`src/rtl/mux_n_pipe.sv`:
```
// Registered N:1 datapath mux with a valid/ready output stage, flush, and
// out-of-range select detection feeding a saturating debug error counter.

module mux_n_pipe_lane #(
    parameter int DATA_W = 16,
    parameter int SEL_W  = 2,
    parameter int IDX    = 0
) (
    input  logic [SEL_W-1:0]  sel,
    input  logic [DATA_W-1:0] din,
    output logic [DATA_W-1:0] dout
);
    // Each lane gates its word onto the OR-bus only when selected.
    assign dout = (sel == SEL_W'(IDX)) ? din : '0;
endmodule

module mux_n_pipe #(
    parameter int DATA_W = 16,
    parameter int NUM_IN = 4,
    parameter int SEL_W  = 2,
    parameter int CNT_W  = 8
) (
    input  logic                     clk,
    input  logic                     arst_n,
    input  logic [NUM_IN*DATA_W-1:0] in_data,
    input  logic [SEL_W-1:0]         sel,
    input  logic                     in_valid,
    output logic                     in_ready,
    input  logic                     flush,
    output logic [DATA_W-1:0]        out_data,
    output logic                     out_valid,
    input  logic                     out_ready,
    output logic                     sel_err,
    output logic [CNT_W-1:0]         err_cnt,
    input  logic                     err_clr
);
    localparam logic [SEL_W:0] NUM_IN_W = (SEL_W+1)'(NUM_IN);

    if (NUM_IN < 2 || NUM_IN > 16) begin : g_bad_num_in
        $error("mux_n_pipe: NUM_IN must be in 2..16");
    end
    if ((2**SEL_W) < NUM_IN) begin : g_bad_sel_w
        $error("mux_n_pipe: SEL_W too narrow for NUM_IN");
    end

    logic [NUM_IN-1:0][DATA_W-1:0] lane_in, lane_out;
    logic [DATA_W-1:0]             mux_data;
    logic                          sel_ok, accept;

    assign lane_in = in_data;

    for (genvar k = 0; k < NUM_IN; k++) begin : g_lane
        mux_n_pipe_lane #(.DATA_W(DATA_W), .SEL_W(SEL_W), .IDX(k)) u_lane (
            .sel  (sel),
            .din  (lane_in[k]),
            .dout (lane_out[k])
        );
    end

    // Out-of-range selects match no lane, so the OR-bus yields zero for free.
    always_comb begin
        mux_data = '0;
        for (int k = 0; k < NUM_IN; k++) mux_data = mux_data | lane_out[k];
    end

    assign sel_ok   = {1'b0, sel} < NUM_IN_W;
    assign in_ready = !flush && (!out_valid || out_ready);
    assign accept   = in_valid && in_ready;

    always_ff @(posedge clk or negedge arst_n) begin
        if (!arst_n) begin
            out_valid <= 1'b0;
            out_data  <= '0;
            sel_err   <= 1'b0;
        end else if (flush) begin
            out_valid <= 1'b0;
        end else if (accept) begin
            out_valid <= 1'b1;
            out_data  <= mux_data;
            sel_err   <= !sel_ok;
        end else if (out_ready) begin
            out_valid <= 1'b0;
        end
    end

    // Clear wins over a same-cycle increment; count sticks at all-ones.
    always_ff @(posedge clk or negedge arst_n) begin
        if (!arst_n)
            err_cnt <= '0;
        else if (err_clr)
            err_cnt <= '0;
        else if (accept && !sel_ok && err_cnt != {CNT_W{1'b1}})
            err_cnt <= err_cnt + 1'b1;
    end
endmodule

```
`config.mk`:
```
export PLATFORM = sky130hd
export DESIGN_NAME = mux_n_pipe
export DESIGN_NICKNAME = d
export VERILOG_FILES = /design/src/rtl/mux_n_pipe.sv
export SDC_FILE = /design/constraint.sdc
export NUM_CORES = 1
export LEC_CHECK = 0
export ABC_AREA = 1
export ABC_CLOCK_PERIOD_IN_PS = 930
export BUFFER_PORTS_ARGS = -buffer_cell sky130_fd_sc_hd__buf_2
export CORE_ASPECT_RATIO = 0.6
export CORE_MARGIN = 2
export CORE_UTILIZATION = 35
export CTS_CLUSTER_SIZE = 16
export DETAILED_ROUTE_END_ITERATION = 10
export GPL_TIMING_DRIVEN = 0
export PLACE_DENSITY = 0.69
export SETUP_SLACK_MARGIN = 0.2
export SYNTH_ARGS = -nofsm -noshare
export SYNTH_HDL_FRONTEND = slang
export SYNTH_HIERARCHICAL = 1
export SYNTH_SLANG_ARGS = --single-unit
```
`constraint.sdc`:
```
create_clock -name clk -period 0.93 [get_ports clk]
set_input_delay 0.093 -clock clk [delete_from_list [all_inputs] [get_ports clk]]
set_output_delay 0.093 -clock clk [all_outputs]
set_load 0.01 [all_outputs]
```
==> impl_results.md <==
- CP Launch Point: out_valid$_DFFE_PN0P_
- # DRC: 0
- Placed Instance Area: 2230 µm²
- RSZ-0062 raised after global routing: yes
- Drt total wl: 4.59 mm
- DR vias: 1,803
- FF-to-FF End: out_data[11]$_DFFE_PN0P_
- Tot Pwr: 2.71 mW
- Tot GR Track Use: 17.8%
- Routed Antenna Nets: 0
- Chip width: 93.4 µm
- Pin count of the biggest net entering global routing: 18
- Hold Path Cell Cnt: 2
- Critical path buffer and inverter count: 2
- R2R setup slack: -0.19 ns
- Clk root buf: clkbuf_8
- Critical Path Fanout Max: 3
- Crit path arrival time: 1.06 ns
- Top cells by area, synth: dfrtp_1, inv_1, nor2_2
- Critical Path Slowest Stage Cell: dfrtp_2
- Run status: finished with violations
- CTS tree: built
- Worst setup margin: -0.227 ns
- Clock slew at reported path FFs: 0.06 ns
- Period utilization: 124%
- IO Port Bufs: 87
- Rows: 19
- PwrDens: 1050 nW/µm²
- Final Critical Period: 1.16 ns
- CP startpoint kind: flip-flop
- Violated checks: negative setup slack
- Mapped Cells: 273
- Initial Util: 36.6%
- Setup CP Type: reg -> out
- Final Instance Area: 2590 µm²
- Netlist cell types: 17
- ANT cells: 0
- Area grow syn2layout: 54.2%
- Synthesis-stage register bit count: 17
- Hpwl dp: 3.48 mm
- H-Tree Level Count: 1
- Setup TNS: -3.16 ns
- Routed WL per cell: 9.97 µm
- Share of the synthesized area in the top cell type: 25.4%
- Hold Vio Cnt, Final: 0
- CTS Buffer Depth: 2
- Fin cells: 460
- Clk_lat worst skew: 0.25 ns
- Place WS: -0.267 ns
- Worst VDD drop: 0.463 mV
- Max Cap Viol: 0
- Number of instances in the placed design: 431
- Slew Limit Fails: 0
- Leading area contributor after synthesis: dfrtp_1
- Worst min-delay path class: in -> reg
- Worst r2r path cells: 6
- Gpl congestion: 0.695
- Core Area: 4590 µm²
- Worst r2r src: out_valid$_DFFE_PN0P_
- CTS buffer count: 3
- Die Area: 5380 µm²
- Post-Syn Area: 1680 µm²
- Top-Level Pins: 99
- Iteration-0 DRC Markers: 67
- Largest delay contributor family on the critical path: flip-flops
- First drt pass iteration count: 4
- Crit path top cell by count: buf_6
- Final setup vio count: 18
- Vias in the first global route: 1,655
- CTS sink count: 17
- Synth Warn #: 6
- First-pass GRT wire length: 7.51 mm
- Min-Delay Startpoint: flush
- Leakage: 1.66 nW
- Fin Clk Skew: 0.00666 ns
- Via density: 3.92
- Mean Syn Cell Area: 6.15 µm²
- Initial antenna violation count: 0
- Share of layout cells above drive strength 1: 51.9%
- Crit-path cells: a21oi_4 > buf_6 > buf_6
- Worst Path Required: 0.84 ns
- Register area share after synthesis: 25.4%
- Grt ovf: 0
- Worst Hold End: out_valid$_DFFE_PN0P_
- Fmax: 865 MHz
- Vert. Die Dim: 57.6 µm
- CP endpoint kind: output port
- Nets@finish: 470
- Crit-path max cell delay: 0.44 ns
-- power breakdown --
part | total [mW] | switching, mW | internal [mW]
combinational | 1.23 | 0.602 | 0.626
sequential | 0.940 | 0.0800 | 0.860
clock | 0.546 | 0.249 | 0.297
total | 2.71 | 0.931 | 1.78
-- cell usage in the layout (no fill, tap or decap), types with 2 or more instances in the layout --
cell	netlist	final
nor2_2	36	36
nand3_2	0	2
nand2_2	2	20
nand2_4	3	6
nor2_1	56	56
nor2_4	4	4
clkbuf_8	0	3
nand2_1	48	27
dfrtp_1	17	16
buf_2	0	82
conb_1	1	9
inv_1	67	67
nand3_1	16	14
buf_4	10	29
buf_6	6	16
inv_2	3	3
-- sequential cells by signal (all words and copies together), names as in the netlist --
register	count
out_data	16
out_valid	1
-- cell families after synthesis --
group,Yosys count,synth area share [%]
other,1,0.223
flip-flops,17,25.4
AO/OA/AOI/OAI,2,1.27
buffers and inverters,87,25.1
AND/OR/NAND/NOR,166,48.1
-- cell usage after synthesis --
master	number
conb_1	1
a21oi_4	1
nand2_4	3
nor2_4	4
nand3b_4	1
inv_1	67
nand2_1	48
buf_8	1
nor2_1	56
dfrtp_1	17
nand2_2	2
nand3_1	16
buf_4	10
a21oi_1	1
nor2_2	36
buf_6	6
inv_2	3
-- through the flow --
step                      hold WS, ns  utilization (%)
after CTS                      0.0624             52.5
final                          0.0672             56.4
after global placement         0.0328             48.6
after floorplan                -0.203                -
after detailed placement       0.0302             48.6
after global routing           0.0670             56.4
-- layout make-up --
cell class	count	area, µm²
plain buffers	17	158
clock buffers	3	41.3
clock inverters	1	5.00
fillers	476	2000
inverters	70	263
multi-input cells	177	940
flip-flops and latches	17	427
well taps	63	78.8
repair buffers	112	676
-- repair_timing --
| item | CTS | global route |
|---|---|---|
| pin swaps | 2 | 14 |
| hold buffers | 1 | 0 |
| hold endpoints to repair | 17 | 0 |
| cloned | 1 | 0 |
| setup endpoints to repair | 34 | 35 |
| buffers inserted | 12 | 11 |
| resized for setup | 7 | 29 |
-- worst max path at each step --
stage / endpoint / slack, ns / cells after the start
global route: in_ready / -0.26 / 3
detailed placement: out_data[11]$_DFFE_PN0P_ / -0.27 / 9
global placement: out_data[11]$_DFFE_PN0P_ / -0.24 / 9
floorplan: out_data[10]$_DFFE_PN0P_ / -0.05 / 5
CTS: in_ready / -0.24 / 3
finish: in_ready / -0.23 / 3
-- per-layer routing --
| layer | GRT usage, % | part of all wire (%) | wire (µm) |
|---|---|---|---|
| met1 | 26.0 | 50 | 2300 |
| met3 | 3.51 | 7.1 | 324 |
| met5 | 0 | 0 | 0 |
| met4 | 3.15 | 0.15 | 7 |
| met2 | 27.7 | 43 | 1950 |
(Power assumes the default switching activity.)
